`src/rtl/cmp_share_sched.sv`:
```
// Round-robin scheduler sharing one registered unsigned magnitude comparator
// among four requesters; results come back as a done pulse tagged with the requester ID.
module cmp_share_sched #(
    parameter int WIDTH = 4
) (
    input  logic               clk,
    input  logic               rst,
    input  logic [3:0]         req,
    input  logic [4*WIDTH-1:0] a_bus,
    input  logic [4*WIDTH-1:0] b_bus,
    output logic [3:0]         gnt,
    output logic               busy,
    output logic               done,
    output logic [1:0]         done_id,
    output logic               res_gt,
    output logic               res_lt,
    output logic               res_eq,
    output logic [1:0]         dbg_state
);

    typedef enum logic [1:0] {
        IDLE = 2'd0,
        CMP  = 2'd1,
        RES  = 2'd2
    } state_t;

    state_t            state;
    logic [1:0]        rr_ptr;
    logic [1:0]        id_r;
    logic [1:0]        winner;
    logic [1:0]        idx;
    logic              win_valid;
    logic [WIDTH-1:0]  op_a;
    logic [WIDTH-1:0]  op_b;

    // Search starts one past the last winner and wraps, so the last winner ranks lowest.
    always_comb begin
        winner    = 2'd0;
        win_valid = 1'b0;
        idx       = 2'd0;
        for (int k = 1; k <= 4; k++) begin
            idx = rr_ptr + 2'(k);
            if (!win_valid && req[idx]) begin
                winner    = idx;
                win_valid = 1'b1;
            end
        end
    end

    always_comb begin
        gnt = 4'b0000;
        if (state == IDLE && win_valid) begin
            gnt[winner] = 1'b1;
        end
    end

    assign busy      = (state != IDLE);
    assign dbg_state = state;

    always_ff @(posedge clk) begin
        if (rst) begin
            state   <= IDLE;
            rr_ptr  <= 2'd3;
            id_r    <= 2'd0;
            op_a    <= '0;
            op_b    <= '0;
            done    <= 1'b0;
            done_id <= 2'd0;
            res_gt  <= 1'b0;
            res_lt  <= 1'b0;
            res_eq  <= 1'b0;
        end else begin
            done <= 1'b0;
            case (state)
                IDLE: begin
                    if (win_valid) begin
                        op_a   <= a_bus[int'(winner)*WIDTH +: WIDTH];
                        op_b   <= b_bus[int'(winner)*WIDTH +: WIDTH];
                        id_r   <= winner;
                        rr_ptr <= winner;
                        state  <= CMP;
                    end
                end
                CMP: begin
                    // Flags and done_id update only here, so they hold until the next compare.
                    res_gt  <= (op_a > op_b);
                    res_lt  <= (op_a < op_b);
                    res_eq  <= (op_a == op_b);
                    done    <= 1'b1;
                    done_id <= id_r;
                    state   <= RES;
                end
                RES: begin
                    state <= IDLE;
                end
                default: begin
                    state <= IDLE;
                end
            endcase
        end
    end

endmodule

```
`config.mk`:
```
export PLATFORM = sky130hd
export DESIGN_NAME = cmp_share_sched
export DESIGN_NICKNAME = d
export VERILOG_FILES = /design/src/rtl/cmp_share_sched.sv
export SDC_FILE = /design/constraint.sdc
export NUM_CORES = 1
export LEC_CHECK = 0
export CAP_MARGIN = 40
export CORE_MARGIN = 2
export CORE_UTILIZATION = 45
export DETAILED_ROUTE_END_ITERATION = 10
export PLACE_DENSITY = 0.8
export SYNTH_ARGS = -nofsm -noshare
export SYNTH_HDL_FRONTEND = slang
export SYNTH_SLANG_ARGS = --single-unit
```
`constraint.sdc`:
```
create_clock -name clk -period 4.4 [get_ports clk]
set_input_delay 0.88 -clock clk [delete_from_list [all_inputs] [get_ports clk]]
set_output_delay 0.88 -clock clk [all_outputs]
set_load 0.05 [all_outputs]
```
* Word-level counts from Yosys, hierarchy flattened
Cells that the tools add are included.
Word-level totals: input bits 38, logic and storage cells 59, register bits 20, output and inout bits 13
Cells by class: add/sub/neg operators 3, order comparisons 8, equality and inequality tests 3, reduce and logical (&&, ||, !) cells 11, multiplexer cells 22, shift operators 2
Operators with widths (count):
- indexed part select 16 x 5 -> 4 bit | 2
- less-than comparator 2 x 3 -> 1 bit, second input constant | 5
- 2-to-1 mux 1 bit | 10
- 2-to-1 mux 2 bit | 5
- binary-select mux 1 bit (select 2 bit) | 4
- logical AND 1 bit | 5
- adder 2 bit, second input constant | 2
- equality test 4 bit | 1
- > comparator 4 bit | 1
- less-than comparator 4 bit | 1
- 2-to-1 mux 4 bit | 1
- one-hot mux 2 bit (2 select lines) | 1
- zero test 1 bit | 3
- adder 2 x 1 -> 2 bit, second input constant | 1
- demux 1 bit (select 2 bit) | 1
- equality test 2 x 1 -> 1 bit, second input constant | 1
- >= comparator 2 x 1 -> 1 bit, second input constant | 1
- zero test 2 bit | 1
- inequality test 2 bit, second input constant | 1
- AND reduction 2 bit | 1
- nonzero test 2 bit | 1

* Longest topological paths before layout
Gate-level depths: netlist of run 1.
depth in word-level cells 18, mapped depth 7, mapped depth without buffers 7

* Least setup slack after synthesis of run 1
Ideal clock, no wire load.
path kind input-to-output, from in req[3], to out gnt[2], slack 876 ps, stages on the path 5, path buffers 1, arrival 2644 ps, required time 3520 ps, cells stage by stage nand2_2 > a311o_1 > or2_1 > buf_6 > nor3_1
On the way: cells in the longest elaborated chain, start to end 17, elaborated cells on any way between the ends 29, classes of those cells order compare (2); mux (19); reduce/logical (8)
Ends and longest elaborated chain:
- start, declared | line 8 | input logic [3:0] req,
- binary-select mux 1 bit (select 2 bit) | line 43 | if (!win_valid && req[idx]) begin
- 2-to-1 mux 1 bit (implied by the code) | line 43
- 2-to-1 mux 1 bit | line 43
- zero test 1 bit | line 43
- logical AND 1 bit | line 43
- 2-to-1 mux 1 bit | line 43
- zero test 1 bit | line 43
- logical AND 1 bit | line 43
- 2-to-1 mux 1 bit | line 43
- zero test 1 bit | line 43
- logical AND 1 bit | line 43
- 2-to-1 mux 2 bit | line 43
- less-than comparator 2 x 3 -> 1 bit (implied by the code) / >= comparator 2 x 1 -> 1 bit (equally long branches) | line 53 | gnt[winner] = 1'b1;
- logical AND 1 bit (implied by the code) | line 53
- 2-to-1 mux 1 bit (implied by the code) | line 53
- demux 1 bit (select 2 bit) | line 53
- 2-to-1 mux 4 bit (*) | line 52 | if (state == IDLE && win_valid) begin
- end, declared | line 11 | output logic [3:0] gnt,
Mark *: on every way between the ends. The rest lies on a longest branch, timed or not. The select of a mux whose other input is x is not followed.

* Worst setup path after layout of run 1
from in req[1], to out gnt[1]
The elaborated chain is that of the path after synthesis.

==> flow_summary_export.csv, run 1 <==
group,metric,value,unit
sta,setup-tns-final,0,ns
critical_path,cp.required,3.52,ns
route,detail_route.iter0.violations,23,
status,result_of_the_run,"complete, no violations",
yosys,synthesized_nets,185,
critical_path,r2r_setup_slack,2.53,ns
power,proportion_of_power_drawn_by_combinational_gates,45.9,%
grt,grt_overflow,0,
placed_design,port_buffers,50,
cts,clk_path_buf_depth,2,
power,proportion_of_power_drawn_by_flip_flops_and_latches,39.1,%
floorplanning,num_ports,51,
critical_path,worst_setup_path_start_kind,"primary input",
cts,cts.repair.resized,0,
sta,timing.final.setup_violations,0,
power,pwr-share-clk,15.0,%
power,net-switching-power,0.0002114,W
placed_design,detailedPlacementHpwl,2.515,mm
power,power_switching_share,37.45,%
route,vias,1254,
finish,layout.cells.most_common_list,"sky130_fd_sc_hd__clkdlybuf4s50_1 (48), sky130_fd_sc_hd__dfxtp_1 (20), sky130_fd_sc_hd__mux2i_1 (11)",
cts,ctsHoldBuffers,0,
yosys,seq_total_area_yosys,32.79,%
grt,antenna_found_initial,0,
critical_path,worst_ep_arrival_time,3.18,ns
finish,design.final.nets,232,
yosys,synth_flop_cell,"sky130_fd_sc_hd__dfxtp_1",
grt,groute.usage.overall,20.40,%
yosys,yosys_register_bits,20,
cts,post_cts_setup_buffers,0,
yosys,synth-edff-count,0,
floorplanning,die_w,56.10,µm
yosys,synthesis.area,1221,µm²
yosys,ys_async_sr_fraction,0,%
route,avgViaCountPerCell,5.752,
grt,groute.layer.met2.usage,37.65,%
finish,multiInputGateArea,748.2,µm²
yosys,synthesis.area_per_instance,8.540,µm²
finish,fill_cells,211,
sta,timing.slew.headroom,36.80,%
flow_run,max_cap_viols,0,
power,p_total,0.0005646,W
yosys,netlist_cell_types,41,
power,intPower,0.0003531,W
finish,antennaDiodeCount,0,
finish,most_common_library_cell_in_the_layout_ignoring_fill_and_taps,"sky130_fd_sc_hd__clkdlybuf4s50_1",
sta,drv_slew,0,
worst_hold_path,worstHoldPathType,"reg2reg",
power,power.leakage,0.6931,nW
grt,pin_count_of_the_biggest_net_entering_global_routing,31,
critical_path,reg_to_reg_critical_path_endpoint,"op_a[2]",
grt,grt_busiest_layer,"met2",
finish,layout-drive-gt1-share,6.383,%
power,ir_worst_vdd,0.2257,mV
route,remaining_drc_errors,0,
floorplanning,die_area,3147,µm²
critical_path,timing.reg2reg.worst_path_depth,5,
yosys,total_number_of_yosys_warnings,0,
sta,period_share,92.30,%
sta,worst-slew-pin-transition,0.9450,ns
sta,report.final.hold_viol_count,0,
grt,wire_length_of_the_first_global_routing_pass,5.106,mm
critical_path,critPathLaunch,"req[1]",
route,drt-total-wl,3.098,mm
route,ant_nets,0,
sta,maxClockFrequency,246.2,MHz
finish,area_growth,42.01,%
cts,clock-root-buffer,"sky130_fd_sc_hd__clkbuf_4",
finish,regArea,400.4,µm²
sta,timing.clock.skew,0.003094,ns
power,power_per_cell_area,325.6,nW/µm²
cts,cts.sink_count,20,
cts,cts_made_buffers,3,
critical_path,critPathMaxFanout,7,
yosys,syn-instance-count,143,
route,detail_route.first_pass.iterations,4,
cts,clock_tree_from_tritoncts,"done",
placed_design,globalplace.congestion,0.7446,
cts,clk_pin_slew_worst_paths,0.10,ns
sta,grt_setup_unrepaired,"no",
floorplanning,floorplan.initialDensity,48.41,%
cts,clk-insertion-delay-late,0.30,ns
floorplanning,fp.dieH,56.10,µm
critical_path,timing.setup.critical_path_class,"in2out",
grt,use_met3,4.651,%
floorplanning,core.rowCount,18,
critical_path,critical_path.reg2reg.startpoint,"rr_ptr[1]",
critical_path,critical_path.endpoint,"gnt[1]",
critical_path,worstSetupEndpointType,"primary output",
grt,via_count_of_the_first_global_routing_pass,1213,
route,route.detailed.wl_per_inst,14.21,µm
floorplanning,core,2522,µm²
sta,final_period_minus_worst_setup_slack,4.061,ns
cts,cts_htree_levels,1,
grt,met1_usage,22.76,%
[worst min path at each step]
stage,start,to,slack [ns],cells past startpoint
2_1_floorplan,id_r[1],id_r[1],0.44,2
6_report,res_gt,res_gt,0.46,2
3_5_place_dp,res_eq,res_eq,0.45,2
4_1_cts,res_eq,res_eq,0.47,2
3_3_place_gp,res_gt,res_gt,0.44,2
5_1_grt,id_r[1],id_r[1],0.49,2
[worst max-delay path, cell delays in order]
cell	delay (ns)
sky130_fd_sc_hd__clkdlybuf4s50_1	0.57
sky130_fd_sc_hd__nor2_1	0.11
sky130_fd_sc_hd__a21oi_2	0.31
sky130_fd_sc_hd__o31a_1	0.31
sky130_fd_sc_hd__nor2b_1	0.17
sky130_fd_sc_hd__clkdlybuf4s50_1	0.82
[power groups by stage]
stage	clock (W)	sequential (W)	combinational (W)
floorplan	0	0.000246	0.000153
global placement	0	0.000224	0.000250
detailed placement	0	0.000225	0.000258
CTS	0.0000885	0.000221	0.000259
global route	0.0000958	0.000224	0.000281
finish	0.0000849	0.000221	0.000259
[logic make-up after synthesis]
kind of cell,count (synthesis),synth area share [%]
and+or+nand+nor,49,22.13
AOI/OAI and AO/OA,44,26.02
DFF,20,32.79
buffers and inverters,15,5.942
muxes,11,9.017
adders and majority gates,4,4.099
[final cells by class]
type | count | area share [%]
multi-input combinational | 108 | 43.15
timing repair buffer | 51 | 29.00
sequential | 20 | 23.09
tap | 30 | 2.165
clock buffer | 3 | 1.299
inverter | 6 | 1.299
[flip-flops by register name, summed over array words and instances, names as in the netlist]
name       count
op_a           4
op_b           4
dbg_state      2
done_id        2
id_r           2
rr_ptr         2
done           1
res_eq         1
res_gt         1
res_lt         1
[cells in the mapped netlist, drive strengths merged, types with 3 or more instances]
library cell / instances / area share, %
nor2: 11 / 3.6
buf: 4 / 2.6
o211ai: 4 / 2.5
nor2b: 4 / 2.0
dfxtp: 20 / 33
nand2: 6 / 2.0
nand3b: 6 / 3.7
or3: 5 / 2.6
nor3: 3 / 1.2
ha: 4 / 4.1
nand3: 4 / 1.6
clkbuf: 5 / 1.5
mux2i: 11 / 9.0
a211o: 4 / 2.9
inv: 6 / 1.8
and3: 5 / 2.6
o221ai: 4 / 2.9
o21ai: 11 / 4.8
o21a: 3 / 1.8
a21oi: 4 / 1.9
a21boi: 5 / 3.1
[layer usage]
metal / share of wire [%] / vias up
met3: 6.2 / 8
met1: 41 / 576
met4: 1.4 / 0
met5: 0 / -
li1: - / 616
met2: 51 / 54
[stage by stage]
stage               worst slack, ns  area [µm²]  cells  utilization [%]  hold WS, ns
finish                       0.3389        1734    218            68.75       0.4635
global placement             0.4248        1712    215            67.86       0.4445
floorplan                    0.8764        1221    143                -       0.4357
detailed placement           0.3862        1712    215            67.86       0.4475
CTS                          0.3877        1734    218            68.75       0.4677
global route                 0.1863        1734    218            68.75       0.4906
Power figures use the tool's default switching activity.
==> run 2, diff against run 1 <==
--- a/config.mk
+++ b/config.mk
@@ -6,7 +6,6 @@
 export NUM_CORES = 1
 export LEC_CHECK = 0
 export CAP_MARGIN = 40
-export CORE_MARGIN = 2
 export CORE_UTILIZATION = 45
 export DETAILED_ROUTE_END_ITERATION = 10
 export PLACE_DENSITY = 0.8
==> run 2 against run 1 <==
Against the previous run:
- non-clock buffer count unchanged
- wire length up 3.2%
- clock-buffer cell count is the same
- via count fell by 0.88%
- utilization rose by 1.2 points
- setup slack improved by 0.014 ns
==> flow_summary_export.csv, run 2 (synthesized netlist as in run 1, its figures left out) <==
group,metric,value,unit
cts,cts_made_buffers,3,
critical_path,cp.required,3.52,ns
floorplanning,core.rowCount,18,
route,routed-wl-met3,153,µm
route,met1Wirelength,1.322,mm
cts,ctsHoldBuffers,0,
floorplanning,die_area,2926,µm²
sta,worst-slew-pin-transition,0.9113,ns
finish,largestRegisters,"op_a (4), op_b (4)",
power,intPower,0.0004134,W
critical_path,critical_path.reg2reg.startpoint,"rr_ptr[1]",
sta,report.final.hold_viol_count,0,
sta,timing.final.setup_violations,0,
worst_hold_path,min_path_cells,2,
sta,timing.clock.skew,0.007233,ns
cts,post_cts_setup_buffers,0,
worst_hold_path,worstHoldPathType,"reg2reg",
finish,layout.cells.most_common_list,"sky130_fd_sc_hd__clkdlybuf4s50_1 (48), sky130_fd_sc_hd__dfxtp_1 (20), sky130_fd_sc_hd__mux2i_1 (11)",
grt,via_count_of_the_first_global_routing_pass,1149,
status,result_of_the_run,"complete, no violations",
placed_design,numPlacedInstances,215,
grt,pin_count_of_the_biggest_net_entering_global_routing,31,
critical_path,worst_setup_path_start_kind,"primary input",
sta,timing.slew.headroom,39.06,%
grt,antenna_found_initial,0,
finish,post_layout_nonfiller_instances,219,
power,proportion_of_power_drawn_by_combinational_gates,41.1,%
power,pwr-share-clk,23.8,%
critical_path,reg_to_reg_critical_path_endpoint,"op_b[3]",
cts,clock-root-buffer,"sky130_fd_sc_hd__clkbuf_4",
cts,clk_path_buf_depth,2,
finish,antennaDiodeCount,0,
sta,drv_slew,0,
placed_design,detailed_place.area,1712,µm²
critical_path,timing.reg2reg.worst_path_depth,5,
critical_path,r2r_setup_slack,2.53,ns
worst_hold_path,worstHoldEndpoint,"id_r[1]",
sta,maxClockFrequency,247.1,MHz
floorplanning,fp.dieH,54.10,µm
worst_hold_path,hold_path_origin,"id_r[1]",
placed_design,globalplace.congestion,0.7511,
floorplanning,core,2522,µm²
route,detail_route.iter0.violations,14,
finish,most_common_library_cell_in_the_layout_ignoring_fill_and_taps,"sky130_fd_sc_hd__clkdlybuf4s50_1",
finish,area_growth,44.47,%
sta,period_share,91.98,%
power,proportion_of_power_drawn_by_flip_flops_and_latches,35.1,%
sta,final_period_minus_worst_setup_slack,4.047,ns
cts,cts.sink_count,20,
finish,fill_cells,239,
grt,groute.usage.overall,22.74,%
floorplanning,floorplan.initialDensity,48.41,%
sta,grt_setup_unrepaired,"no",
sta,setup-tns-final,0,ns
critical_path,worst_ep_arrival_time,3.17,ns
grt,wire_length_of_the_first_global_routing_pass,4.726,mm
route,detail_route.first_pass.iterations,4,
power,power_per_cell_area,357.5,nW/µm²
floorplanning,num_ports,51,
power,power_switching_share,34.46,%
route,route.detailed.wl_per_inst,14.60,µm
route,drt-total-wl,3.198,mm
cts,clk-insertion-delay-late,0.30,ns
route,detailroute.wirelength.met2,1.639,mm
finish,postLayoutCoreUtil,69.94,%
flow_run,max_cap_viols,0,
power,power.leakage,0.7072,nW
critical_path,critPathMaxFanout,7,
floorplanning,die_w,54.10,µm
cts,cts.repair.resized,0,
cts,clk_pin_slew_worst_paths,0.12,ns
cts,clock_tree_from_tritoncts,"done",
placed_design,port_buffers,50,
power,net-switching-power,0.0002173,W
finish,design.final.nets,232,
route,ant_nets,0,
critical_path,timing.setup.critical_path_class,"in2out",
route,remaining_drc_errors,0,
finish,layout-drive-gt1-share,6.878,%
route,vias,1243,
route,highest_layer,"met4",
placed_design,detailedPlacementHpwl,2.469,mm
grt,grt_overflow,0,
finish,finish.instance_area,1764,µm²
power,ir_worst_vdd,0.2958,mV
critical_path,worstSetupEndpointType,"primary output",
cts,cts_htree_levels,1,
route,avgViaCountPerCell,5.676,
-- run 2: stage by stage --
stage	worst slack (ns)	total power [W]	hold WS (ns)
after floorplan	0.8764	0.0003985	0.4357
after global placement	0.4317	0.0004742	0.4443
after detailed placement	0.3873	0.0004813	0.4489
after CTS	0.3809	0.0006349	0.4665
after global routing	0.2856	0.0006656	0.5103
final	0.3528	0.0006307	0.4633
-- run 2: power groups by stage --
stage / logic, W / registers, W / clock network (W)
after floorplan: 0.000153 / 0.000246 / 0
after global placement: 0.000250 / 0.000224 / 0
after detailed placement: 0.000256 / 0.000225 / 0
after CTS: 0.000260 / 0.000222 / 0.000153
after global routing: 0.000280 / 0.000225 / 0.000161
final: 0.000259 / 0.000221 / 0.000150
-- run 2: how the worst max path moves through the flow --
stage                   to  slack [ns]   start  depth (start not counted)
CTS                 gnt[3]        0.38  req[3]                          6
detailed placement  gnt[1]        0.39  req[1]                          6
global route        gnt[1]        0.29  req[1]                          6
floorplan           gnt[2]        0.88  req[3]                          5
global placement    gnt[3]        0.43  req[3]                          6
finish              gnt[1]        0.35  req[3]                          6
-- run 2: worst max-delay path, stage by stage --
cell and delay [ns]:
sky130_fd_sc_hd__clkdlybuf4s50_1 0.56, sky130_fd_sc_hd__nor2_1 0.13, sky130_fd_sc_hd__a21oi_2 0.32, sky130_fd_sc_hd__o31a_1 0.30
sky130_fd_sc_hd__nor2b_1 0.15, sky130_fd_sc_hd__clkdlybuf4s50_1 0.82
-- run 2: cell type report --
| type | count | area (µm²) | area share (%) |
|---|---|---|---|
| clock buffer | 3 | 22.52 | 1.277 |
| clock inverter | 1 | 30.03 | 1.702 |
| inverter | 6 | 22.52 | 1.277 |
| multi-input combinational | 108 | 748.2 | 42.41 |
| sequential | 20 | 400.4 | 22.70 |
| tap | 30 | 37.54 | 2.128 |
| timing repair buffer | 51 | 503.0 | 28.51 |
-- run 2: routing by layer --
layer / vias up / track usage, %
li1: 619 / -
met1: 574 / 24.28
met2: 42 / 42.39
met3: 8 / 6.497
met4: 0 / 7.265
met5: - / 0
